## config.mk

```make
export PLATFORM = sky130hd
export DESIGN_NAME = sort8_loader_flat
export DESIGN_NICKNAME = d
export VERILOG_FILES = /design/src/rtl/sort8_loader_if.sv /design/src/rtl/sort8_loader.sv /design/src/flat_wrapper.sv
export SDC_FILE = /design/constraint.sdc
export NUM_CORES = 1
export LEC_CHECK = 0
export ABC_AREA = 1
export CAP_MARGIN = 20
export CORE_UTILIZATION = 44
export CTS_CLUSTER_DIAMETER = 40
export CTS_CLUSTER_SIZE = 16
export DETAILED_ROUTE_END_ITERATION = 10
export PLACE_DENSITY = 0.86
export SYNTH_ARGS = -nofsm -noshare
export SYNTH_HDL_FRONTEND = slang
export SYNTH_SLANG_ARGS = --single-unit
```

## constraint.sdc

```tcl
create_clock -name clk -period 1.73 [get_ports clk]
set_clock_uncertainty 0.1 [all_clocks]
set_input_delay 0.4325 -clock clk [delete_from_list [all_inputs] [get_ports clk]]
set_output_delay 0.4325 -clock clk [all_outputs]
set_load 0.01 [all_outputs]
```

## src/rtl/sort8_loader_if.sv

```systemverilog
// Byte-in / frame-out bundle between an upstream byte source, the sort8 loader
// and the downstream 8-input sorter.
interface sort8_loader_if;
  logic        in_valid;
  logic        in_ready;
  logic [7:0]  in_data;
  logic        in_last;
  logic        out_valid;
  logic        out_ready;
  logic [7:0]  x0, x1, x2, x3, x4, x5, x6, x7;
  logic [3:0]  out_count;
  logic [15:0] frame_cnt;

  // slave: the loader itself; master: the surrounding environment.
  modport slave (
    input  in_valid, in_data, in_last, out_ready,
    output in_ready, out_valid, x0, x1, x2, x3, x4, x5, x6, x7, out_count, frame_cnt
  );
  modport master (
    output in_valid, in_data, in_last, out_ready,
    input  in_ready, out_valid, x0, x1, x2, x3, x4, x5, x6, x7, out_count, frame_cnt
  );
endinterface

```

## src/rtl/sort8_loader.sv

```systemverilog
// Collects up to eight bytes into a frame for an 8-input sorter, padding short
// frames, and holds the frame until the sorter takes it.
module sort8_loader #(
  parameter logic [7:0] PAD = 8'hFF
) (
  input  logic              clk,
  input  logic              rst_n,
  sort8_loader_if.slave     bus,
  output logic [0:0]        dbg_state
);

  // Handshakes: a byte moves when in_valid && in_ready at a rising edge, a frame
  // moves when out_valid && out_ready; in_ready/out_valid are pure registers.
  localparam logic [0:0] S_FILL = 1'b0;
  localparam logic [0:0] S_HOLD = 1'b1;

  logic [0:0]  state_q;
  logic [2:0]  idx_q;
  logic        in_ready_q;
  logic        out_valid_q;
  logic [7:0]  slot_q [8];
  logic [3:0]  count_q;
  logic [15:0] frame_cnt_q;

  logic accept;
  logic close;

  assign accept = bus.in_valid && in_ready_q;
  assign close  = accept && (bus.in_last || (idx_q == 3'd7));

  always_ff @(posedge clk or negedge rst_n) begin
    if (!rst_n) begin
      state_q     <= S_FILL;
      idx_q       <= 3'd0;
      in_ready_q  <= 1'b0;
      out_valid_q <= 1'b0;
      count_q     <= 4'd0;
      frame_cnt_q <= 16'd0;
      for (int i = 0; i < 8; i++) slot_q[i] <= 8'h00;
    end else begin
      case (state_q)
        S_FILL: begin
          // Also raises in_ready on the first edge after reset release.
          in_ready_q <= !close;
          if (accept) begin
            for (int i = 0; i < 8; i++) begin
              if (3'(i) == idx_q) slot_q[i] <= bus.in_data;
              else if (close && (3'(i) > idx_q)) slot_q[i] <= PAD;
            end
            if (close) begin
              state_q     <= S_HOLD;
              out_valid_q <= 1'b1;
              count_q     <= {1'b0, idx_q} + 4'd1;
            end else begin
              idx_q <= idx_q + 3'd1;
            end
          end
        end
        S_HOLD: begin
          if (bus.out_ready) begin
            state_q     <= S_FILL;
            idx_q       <= 3'd0;
            out_valid_q <= 1'b0;
            in_ready_q  <= 1'b1;
            frame_cnt_q <= frame_cnt_q + 16'd1;
          end
        end
        default: state_q <= S_FILL;
      endcase
    end
  end

  assign bus.in_ready  = in_ready_q;
  assign bus.out_valid = out_valid_q;
  assign bus.out_count = count_q;
  assign bus.frame_cnt = frame_cnt_q;
  assign bus.x0 = slot_q[0];
  assign bus.x1 = slot_q[1];
  assign bus.x2 = slot_q[2];
  assign bus.x3 = slot_q[3];
  assign bus.x4 = slot_q[4];
  assign bus.x5 = slot_q[5];
  assign bus.x6 = slot_q[6];
  assign bus.x7 = slot_q[7];
  assign dbg_state = state_q;

endmodule

```

## src/flat_wrapper.sv

```systemverilog
// flat-port wrapper written by rule: the top's interface ports become plain ports
module sort8_loader_flat 
#(
  parameter logic [7:0] PAD = 8'hFF
)
  (clk, rst_n, dbg_state, bus_in_valid, bus_in_data, bus_in_last, bus_out_ready, bus_in_ready, bus_out_valid, bus_x0, bus_x1, bus_x2, bus_x3, bus_x4, bus_x5, bus_x6, bus_x7, bus_out_count, bus_frame_cnt);
  sort8_loader_if bus_i ();
  input  logic clk;
  input  logic rst_n;
  output logic [0:0] dbg_state;
  input wire logic [$bits(bus_i.in_valid)-1:0] bus_in_valid;
  input wire logic [$bits(bus_i.in_data)-1:0] bus_in_data;
  input wire logic [$bits(bus_i.in_last)-1:0] bus_in_last;
  input wire logic [$bits(bus_i.out_ready)-1:0] bus_out_ready;
  output wire logic [$bits(bus_i.in_ready)-1:0] bus_in_ready;
  output wire logic [$bits(bus_i.out_valid)-1:0] bus_out_valid;
  output wire logic [$bits(bus_i.x0)-1:0] bus_x0;
  output wire logic [$bits(bus_i.x1)-1:0] bus_x1;
  output wire logic [$bits(bus_i.x2)-1:0] bus_x2;
  output wire logic [$bits(bus_i.x3)-1:0] bus_x3;
  output wire logic [$bits(bus_i.x4)-1:0] bus_x4;
  output wire logic [$bits(bus_i.x5)-1:0] bus_x5;
  output wire logic [$bits(bus_i.x6)-1:0] bus_x6;
  output wire logic [$bits(bus_i.x7)-1:0] bus_x7;
  output wire logic [$bits(bus_i.out_count)-1:0] bus_out_count;
  output wire logic [$bits(bus_i.frame_cnt)-1:0] bus_frame_cnt;
  assign bus_i.in_valid = bus_in_valid;
  assign bus_i.in_data = bus_in_data;
  assign bus_i.in_last = bus_in_last;
  assign bus_i.out_ready = bus_out_ready;
  assign bus_in_ready = bus_i.in_ready;
  assign bus_out_valid = bus_i.out_valid;
  assign bus_x0 = bus_i.x0;
  assign bus_x1 = bus_i.x1;
  assign bus_x2 = bus_i.x2;
  assign bus_x3 = bus_i.x3;
  assign bus_x4 = bus_i.x4;
  assign bus_x5 = bus_i.x5;
  assign bus_x6 = bus_i.x6;
  assign bus_x7 = bus_i.x7;
  assign bus_out_count = bus_i.out_count;
  assign bus_frame_cnt = bus_i.frame_cnt;
  sort8_loader #(.PAD(PAD)) u_core (.clk(clk), .rst_n(rst_n), .bus(bus_i), .dbg_state(dbg_state));
endmodule
```

==> results of run 1 <==
[critical path: cells and delay by family, from the launching register on]
kind | cells | cell delay, ns
adder cells (fa/ha/maj) | 2 | 0.37
AND/OR/NAND/NOR | 6 | 0.56
AO/OA/AOI/OAI | 1 | 0.05
flip-flops | 1 | 0.39
buffers and inverters | 1 | 0.13
[flip-flops by register name (all words and copies together) (netlist names)]
name and flops:
u_core.bus.frame_cnt 16, u_core.bus.in_ready 1, u_core.bus.out_count 4, u_core.bus.out_valid 1, u_core.bus.x0 8, u_core.bus.x1 8, u_core.bus.x2 8, u_core.bus.x3 8
u_core.bus.x4 8, u_core.bus.x5 8, u_core.bus.x6 8, u_core.bus.x7 8, u_core.dbg_state 1, u_core.idx_q 3
[cell usage after synthesis, drive strengths merged]
master / instances / share of area (%)
a21boi: 8 / 1.5
a21oi: 18 / 2.4
a22oi: 8 / 1.5
a31oi: 8 / 1.3
buf: 7 / 1.8
clkinv: 1 / 0.094
dfrtp: 90 / 57
ha: 5 / 1.6
inv: 67 / 6.4
nand2: 116 / 11
nand3: 11 / 1.7
nand4: 2 / 0.31
nor2: 59 / 7.1
nor3: 3 / 0.50
o21ai: 24 / 3.0
o22ai: 3 / 0.63
xnor2: 4 / 0.88
xor2: 7 / 1.5
[timing repair]
item	4_1_cts	5_1_grt
endpoints found under the hold margin	25	0
endpoints found under the setup margin	96	47
buffers inserted	5	5
gates cloned	0	2
resized for setup	91	24
hold buffers	1	0
pin swaps	0	5
[where the power goes]
part | switching (uW) | internal [uW]
Sequential | 410 | 2790
Clock | 757 | 959
Combinational | 1680 | 1360
Total | 2850 | 5110
[cells by family after synthesis]
| kind of cell | Yosys count | share of synthesized area, % |
|---|---|---|
| simple gates | 191 | 20.9 |
| fa+ha+maj | 5 | 1.57 |
| flops | 90 | 56.6 |
| xor+xnor | 11 | 2.42 |
| compound gates | 69 | 10.3 |
| buf+inv | 75 | 8.29 |
[layout make-up]
cell class	count	area [um2]
Timing Repair Buffer	141	1260
Clock inverter	7	116
Inverter	68	258
Fill cell	719	3120
Multi-Input combinational cell	278	1500
Sequential cell	90	2250
Tap cell	108	135
Clock buffer	9	124
[metrics by stage]
stage | util [%] | power, uW | hold slack, ns | setup TNS [ns]
floorplan | - | 4660 | 0.0369 | -0.132
global placement | 60.9 | 6400 | 0.274 | -16.62
detailed placement | 60.9 | 6560 | 0.274 | -19.29
CTS | 63.1 | 7840 | 0.376 | 0
global route | 64.4 | 8440 | 0.407 | -0.326
finish | 64.4 | 7960 | 0.373 | 0
[per-layer routing]
layer  routed length (um)  share of wire [%]  GRT usage (%)
met1                 4010                 39           25.0
met5                    0                  0              0
met3                  752                7.3           6.19
met4                  191                1.9           7.92
met2                 5320                 52           38.8
[final timing paths]
check	start	endpoint	slack, ns	cells after the start
max in group asynchronous	rst_n	u_core.dbg_state$_DFF_PN0_	0.61	3
min in group asynchronous	rst_n	u_core.bus.frame_cnt[15]$_DFFE_PN0P_	0.42	2
setup / recovery	u_core.idx_q[0]$_DFFE_PN0P_	u_core.bus.x4[0]$_DFFE_PN0P_	0.03	10
hold / removal	u_core.bus.x4[1]$_DFFE_PN0P_	u_core.bus.x4[1]$_DFFE_PN0P_	0.37	2
setup reg to reg	u_core.idx_q[0]$_DFFE_PN0P_	u_core.bus.x4[0]$_DFFE_PN0P_	0.03	10
hold reg to reg	u_core.bus.x4[1]$_DFFE_PN0P_	u_core.bus.x4[1]$_DFFE_PN0P_	0.37	2
==> out/results.txt, run 1 <==
slew margin rel. = 75.3%
Starting Density = 45.4%
H-Tree Depth = 3
final std cells w/o fill = 701
Placement Cell Area = 5340 um2
worst setup margin = 0.0303 ns
mapped cell area = 3980 um2
GP Congestion = 0.813
MaxCap Viol Count = 0
die width = 97.1 um
placed cell count = 672
syn nets = 459
number of library cell types mapped by synthesis = 29
largest net degree at the start of global routing = 35
Final nets = 606
Clock Sinks = 90
CTS root buf = clkbuf_8
CTS tree = yes
Final setup violation count = 0
Area Overhead vs Synth = 41.7%
Seq/Total Area, Yosys = 56.6%
total grt overflow = 0
core box area = 8760 um2
Final Max Slew Viols = 0
# IOs = 100
clock slew at reported path FFs = 0.09 ns
fin crit share = 98.3%
Synth warnings = 0
Critical Path RT = 1.89 ns
Mapped Avg Cell Area = 9.03 um2
final instance area = 5640 um2
starting DRC count in detailed routing = 204
Post-route DRC = 0
row cnt = 34
DIE HEIGHT = 97.1 um
critical path class = reg2reg
Via-to-Cell Ratio = 5.04
Hold Path Class = reg2reg
Worst-Margin Slew = 0.371 ns
Peak VDD IR = 0.829 mV
Pleak = 0.00287 uW
Worst setup EP type = flop
routed len/inst = 14.7 um
post-synthesis sequential element count = 90
TritonRoute pass-1 iters = 5
most frequent cells in the layout = nand2_1 (103), dfrtp_1 (89), dlygate4sd2_1 (87)
minimum clock period = 1.70 ns
I/O Buffers = 99
HPWL Detailed = 7.32 mm
first-pass GRT wire length = 16.4 mm
Final Hold Vio Count = 0
dpl ws = -0.318 ns
initial antenna violation count = 0
Detailed Route WL = 10.3 mm
CTS Buffer Depth = 2
CP Launch Type = flop
ANT cells = 0
CP Cell Sequence = ha_2 -> ha_4 -> nor2_8 -> nor2_4 -> nand2_4 -> nor2_2 -> a21oi_2 -> buf_6 -> nand2_1 -> nand2_1
Vias = 3533
Crit path largest cell delay = 0.39 ns
Mapped Cells = 441
global-route usage over all layers = 21.9%
Slowest-stage cell, CP = dfrtp_1
Worst-Skew Late Latency = 0.36 ns
remaining antenna violation count after routing = 0
Peak Freq = 588 MHz
commonest non-fill, non-tap cell in the layout = nand2_1
unrepaired setup endpoints after global routing = true
vias in the first global route = 3483
share of layout cells above drive strength 1 = 15.7%
die footprint = 9440 um2
Crit path top cell by count = nand2_1
Cell Pwr Density = 1410 nW/um2
CP Max Fanout = 8
Num CTS Buffers = 9
status = complete, no violations
Critical Path AT = 1.86 ns
Note: power is estimated with default switching activity, not from simulation.
==> run 2, diff against run 1 <==
--- a/config.mk
+++ b/config.mk
@@ -11,7 +11,9 @@
 export CTS_CLUSTER_DIAMETER = 40
 export CTS_CLUSTER_SIZE = 16
 export DETAILED_ROUTE_END_ITERATION = 10
+export MAX_ROUTING_LAYER = met4
 export PLACE_DENSITY = 0.86
+export SLEW_MARGIN = 20
 export SYNTH_ARGS = -nofsm -noshare
 export SYNTH_HDL_FRONTEND = slang
 export SYNTH_SLANG_ARGS = --single-unit
==> out/results.txt, run 2 (same netlist as run 1, synthesis figures left out) <==
status = complete, no violations
Num CTS Buffers = 9
Fin Setup TNS = 0 ns
GP Congestion = 0.825
slew margin rel. = 75.4%
Final Hold Vio Count = 0
minimum clock period = 1.70 ns
Via-to-Cell Ratio = 5.04
final std cells w/o fill = 701
CP Max Fanout = 8
global-route usage over all layers = 22.5%
hold_sp = u_core.bus.x4[1]$_DFFE_PN0P_
share of layout cells above drive strength 1 = 15.7%
Final setup violation count = 0
Worst Hold Depth = 2
routed len/inst = 14.6 um
Largest register FFs = 16
fin crit share = 98.3%
core box area = 8760 um2
CTS tree = yes
Worst-Margin Slew = 0.369 ns
clock slew at reported path FFs = 0.09 ns
CP Launch Type = flop
Post-route DRC = 0
FF-to-FF End = u_core.bus.x4[0]$_DFFE_PN0P_
Pleak = 0.00287 uW
largest net degree at the start of global routing = 35
Starting Density = 45.4%
CTS Buffer Depth = 2
Hold Path Class = reg2reg
Cell Pwr Density = 1410 nW/um2
Final Max Slew Viols = 0
first-pass GRT wire length = 16.4 mm
ANT cells = 0
# IOs = 100
remaining antenna violation count after routing = 0
Slowest-stage cell, CP = dfrtp_1
TritonRoute pass-1 iters = 5
commonest non-fill, non-tap cell in the layout = nand2_1
worst r2r src = u_core.idx_q[0]$_DFFE_PN0P_
Detailed Route WL = 10.2 mm
H-Tree Depth = 3
I/O Buffers = 99
Critical Path AT = 1.86 ns
Area Overhead vs Synth = 41.7%
die width = 97.1 um
Worst-Skew Late Latency = 0.36 ns
critical path class = reg2reg
Clock Sinks = 90
CP Cell Sequence = ha_2 -> ha_4 -> nor2_8 -> nor2_4 -> nand2_4 -> nor2_2 -> a21oi_2 -> buf_6 -> nand2_1 -> nand2_1
DIE HEIGHT = 97.1 um
Peak VDD IR = 0.829 mV
Worst Reg-to-Reg Cells = 10
unrepaired setup endpoints after global routing = true
Crit path largest cell delay = 0.39 ns
worst setup margin = 0.0288 ns
Tot Pwr = 7950 uW
starting DRC count in detailed routing = 232
vias in the first global route = 3489
die footprint = 9440 um2
dpl ws = -0.318 ns
CTS root buf = clkbuf_8
Worst path top cell family by delay = simple AND/OR/NAND/NOR gates
Worst setup EP type = flop
Bufs and invs on worst path = 1
Final nets = 606
initial antenna violation count = 0
Min-Delay Endpoint = u_core.bus.x4[1]$_DFFE_PN0P_
total grt overflow = 0
most frequent cells in the layout = nand2_1 (103), dfrtp_1 (89), dlygate4sd2_1 (87)
placed cell count = 672
Critical Path RT = 1.89 ns
R2R setup slack = 0.03 ns
HPWL Detailed = 7.32 mm
Crit path top cell by count = nand2_1
MaxCap Viol Count = 0
Peak Freq = 588 MHz
Vias = 3532
row cnt = 34
==> run 2: cell counts in the layout (fill, tap and decap cells not counted) <==
No cell type changed its count.
==> run 2: worst max path at each step <==
| stage | depth (start not counted) | endpoint | startpoint | slack [ns] |
|---|---|---|---|---|
| after CTS | 9 | u_core.bus.x2[5]$_DFFE_PN0P_ | u_core.idx_q[0]$_DFFE_PN0P_ | 0.02 |
| final | 10 | u_core.bus.x4[0]$_DFFE_PN0P_ | u_core.idx_q[0]$_DFFE_PN0P_ | 0.03 |
| after global routing | 10 | u_core.bus.x4[0]$_DFFE_PN0P_ | u_core.idx_q[0]$_DFFE_PN0P_ | -0.05 |
| after detailed placement | 8 | u_core.bus.x0[7]$_DFFE_PN0P_ | bus_in_valid | -0.32 |
| after floorplan | 10 | u_core.bus.x2[6]$_DFFE_PN0P_ | u_core.idx_q[1]$_DFFE_PN0P_ | -0.02 |
| after global placement | 9 | u_core.bus.x3[5]$_DFFE_PN0P_ | bus_in_valid | -0.26 |
==> run 2: cell type report <==
| cell class | instances | area [um2] |
|---|---|---|
| Fill cell | 722 | 3120 |
| Sequential cell | 90 | 2250 |
| Multi-Input combinational cell | 278 | 1500 |
| Timing Repair Buffer | 141 | 1260 |
| Inverter | 68 | 258 |
| Tap cell | 108 | 135 |
| Clock buffer | 9 | 124 |
| Clock inverter | 7 | 116 |
==> run 2: power by group <==
group	internal, uW	switching [uW]	leakage (uW)
sequential	2790	409	0.000985
combinational	1360	1680	0.00177
clock	959	755	0.000120
==> run 2: repair_timing <==
action | in CTS | in global routing
hold buffers | 1 | 0
hold endpoints to repair | 25 | 0
buffers inserted | 5 | 5
pin swaps | 0 | 5
endpoints found under the setup margin | 96 | 47
gates cloned | 0 | 2
resized for setup | 91 | 24
==> run 2: tightest hold or removal path: cells and delay by family (launching register included) <==
family	cells	cell delay (ns)
AND/OR/NAND/NOR	2	0.10
flip-flops	1	0.35
==> run 2: per-layer routing <==
layer / up-vias / wire, um / global-route usage [%]
met5: - / 0 / -
met4: 0 / 180 / 7.92
met3: 20 / 675 / 5.76
met2: 124 / 5420 / 38.9
met1: 1716 / 3960 / 25.2
li1: 1672 / - / -
==> run 2: metrics by stage <==
step	instance area, um2	hold slack, ns	util [%]
2_1_floorplan	4010	0.0369	-
3_3_place_gp	5340	0.274	60.9
3_5_place_dp	5340	0.274	60.9
4_1_cts	5530	0.376	63.1
5_1_grt	5640	0.407	64.4
6_report	5640	0.374	64.4
==> run 3, diff against run 2 <==
--- a/config.mk
+++ b/config.mk
@@ -7,6 +7,7 @@
 export LEC_CHECK = 0
 export ABC_AREA = 1
 export CAP_MARGIN = 20
+export CORE_MARGIN = 4
 export CORE_UTILIZATION = 44
 export CTS_CLUSTER_DIAMETER = 40
 export CTS_CLUSTER_SIZE = 16
==> out/results.txt, run 3 (same netlist as run 1, synthesis figures left out) <==
failing checks = setup timing
Clock Power Share = 19.7%
MaxCap Viol Count = 0
die width = 103 um
TritonRoute pass-1 iters = 4
I/O Buffers = 99
Worst setup EP type = flop
worst setup margin = -0.0199 ns
routed len/inst = 15.0 um
CP Launch Type = flop
commonest non-fill, non-tap cell in the layout = nand2_1
share of layout cells above drive strength 1 = 18.4%
met3 GRT Util = 4.53%
Peak VDD IR = 0.719 mV
row cnt = 34
# IOs = 100
Num CTS Buffers = 9
Clock Sinks = 90
Fin Setup TNS = -0.0222 ns
unrepaired setup endpoints after global routing = true
Peak Freq = 571 MHz
GR peak layer = met2
first-pass GRT wire length = 16.4 mm
Worst-Skew Late Latency = 0.35 ns
Worst-Margin Slew = 0.455 ns
vias in the first global route = 3552
Vias = 3513
core box area = 8760 um2
die footprint = 10600 um2
Net Sw Frac = 36.2%
Gate power share = 39.5%
CP Cell Sequence = ha_2 -> ha_4 -> nor2_8 -> nor2_4 -> nand3_2 -> nand2_2 -> nand2_2 -> nand2_1 -> o21ai_1
GP Congestion = 0.807
starting DRC count in detailed routing = 225
global-route usage over all layers = 20.2%
minimum clock period = 1.75 ns
Final Max Slew Viols = 0
Final nets = 601
Pleak = 0.00287 uW
largest net degree at the start of global routing = 91
H-Tree Depth = 3
Tot Pwr = 7870 uW
most frequent cells in the layout = nand2_1 (101), dfrtp_1 (89), dlygate4sd2_1 (87)
P_int = 5020 uW
Via-to-Cell Ratio = 5.05
P_sw = 2850 uW
HPWL Detailed = 7.51 mm
initial antenna violation count = 0
Final setup violation count = 2
CP Max Fanout = 8
remaining antenna violation count after routing = 0
total grt overflow = 0
Cell Pwr Density = 1390 nW/um2
Critical Path RT = 1.86 ns
Critical Path AT = 1.88 ns
Crit path top cell by count = nand2_2
met1 Use GR = 24.4%
slew margin rel. = 69.7%
Largest register FFs = 16
Detailed Route WL = 10.4 mm
ANT cells = 0
Hold Path Class = in2async
CTS tree = yes
Crit path largest cell delay = 0.43 ns
Area Overhead vs Synth = 42.3%
Slowest-stage cell, CP = dfrtp_1
fin crit share = 101%
Seq pwr share = 40.8%
status = complete, but fails checks
Final Hold Vio Count = 0
met2 usage in global routing = 33.9%
CTS Buffer Depth = 2
CTS root buf = clkbuf_8
Post-route DRC = 0
clock slew at reported path FFs = 0.09 ns
DIE HEIGHT = 103 um
critical path class = reg2reg
Starting Density = 45.4%
-- run 3: changes by cell type in the layout (fill, tap and decap cells not counted), sizes merged --
| cell | previous run | this run |
|---|---|---|
| buf | 42 | 37 |
| bufinv | 3 | 2 |
| clkbuf | 9 | 12 |
| clkdlybuf4s50 | 11 | 10 |
| dlygate4sd3 | 1 | 0 |
| dlymetal6s2s | 0 | 1 |
| inv | 68 | 67 |
-- run 3: what timing repair did --
item                                    CTS  global route
buffers inserted                          4             1
hold buffers                              0             0
gates resized for setup                  91            49
endpoints found under the setup margin  105            68
pin swaps                                 0            19
cloned                                    0             3
-- run 3: through the flow --
stage	setup slack, ns	utilization (%)	hold WS [ns]	instances	cell area [um2]
floorplan	-0.0198	-	0.0369	441	4010
global placement	-0.293	60.8	0.356	672	5330
detailed placement	-0.356	60.8	0.360	672	5330
CTS	0.00289	62.5	0.0265	692	5480
global route	-0.101	64.7	0.0407	696	5670
finish	-0.0199	64.7	0.0185	696	5670
-- run 3: cell type report --
cell class | count | area (um2)
clock buffers | 11 | 141
clock inverters | 5 | 77.6
fillers | 700 | 3100
inverters | 68 | 260
multi-input cells | 278 | 1590
flip-flops and latches | 90 | 2250
well taps | 108 | 135
repair buffers | 136 | 1210
-- run 3: path summary, 6_finish.rpt --
check	slack (ns)	start	to	cells past startpoint
max in group asynchronous	1.16	rst_n	u_core.dbg_state$_DFF_PN0_	2
max	-0.02	u_core.idx_q[0]$_DFFE_PN0P_	u_core.bus.x3[2]$_DFFE_PN0P_	9
max reg2reg	-0.02	u_core.idx_q[0]$_DFFE_PN0P_	u_core.bus.x3[2]$_DFFE_PN0P_	9
min reg2reg	0.37	u_core.bus.x4[3]$_DFFE_PN0P_	u_core.bus.x4[3]$_DFFE_PN0P_	2
min	0.02	rst_n	u_core.bus.x0[0]$_DFFE_PN0P_	2
min in group clk	0.37	u_core.bus.x4[3]$_DFFE_PN0P_	u_core.bus.x4[3]$_DFFE_PN0P_	2
-- run 3: per-layer routing --
layer,wire (um),up-vias
met5,0,-
met4,204,0
met3,649,21
met2,5440,131
met1,4120,1699
li1,-,1662
-- run 3: worst max-delay path, delay by kind of cell (launching register included) --
kind                       cells  cell delay [ns]
adders and majority gates      2             0.38
AOI/OAI and AO/OA              1             0.06
and+or+nand+nor                6             0.66
DFF                            1             0.43
-- run 3: power by group through the flow --
stage,combinational (uW),clock [uW],sequential [uW]
final,3110,1550,3210
after global routing,3440,1660,3300
after CTS,2890,1590,3210
after detailed placement,3270,0,3290
after global placement,3160,0,3260
after floorplan,1140,0,3530
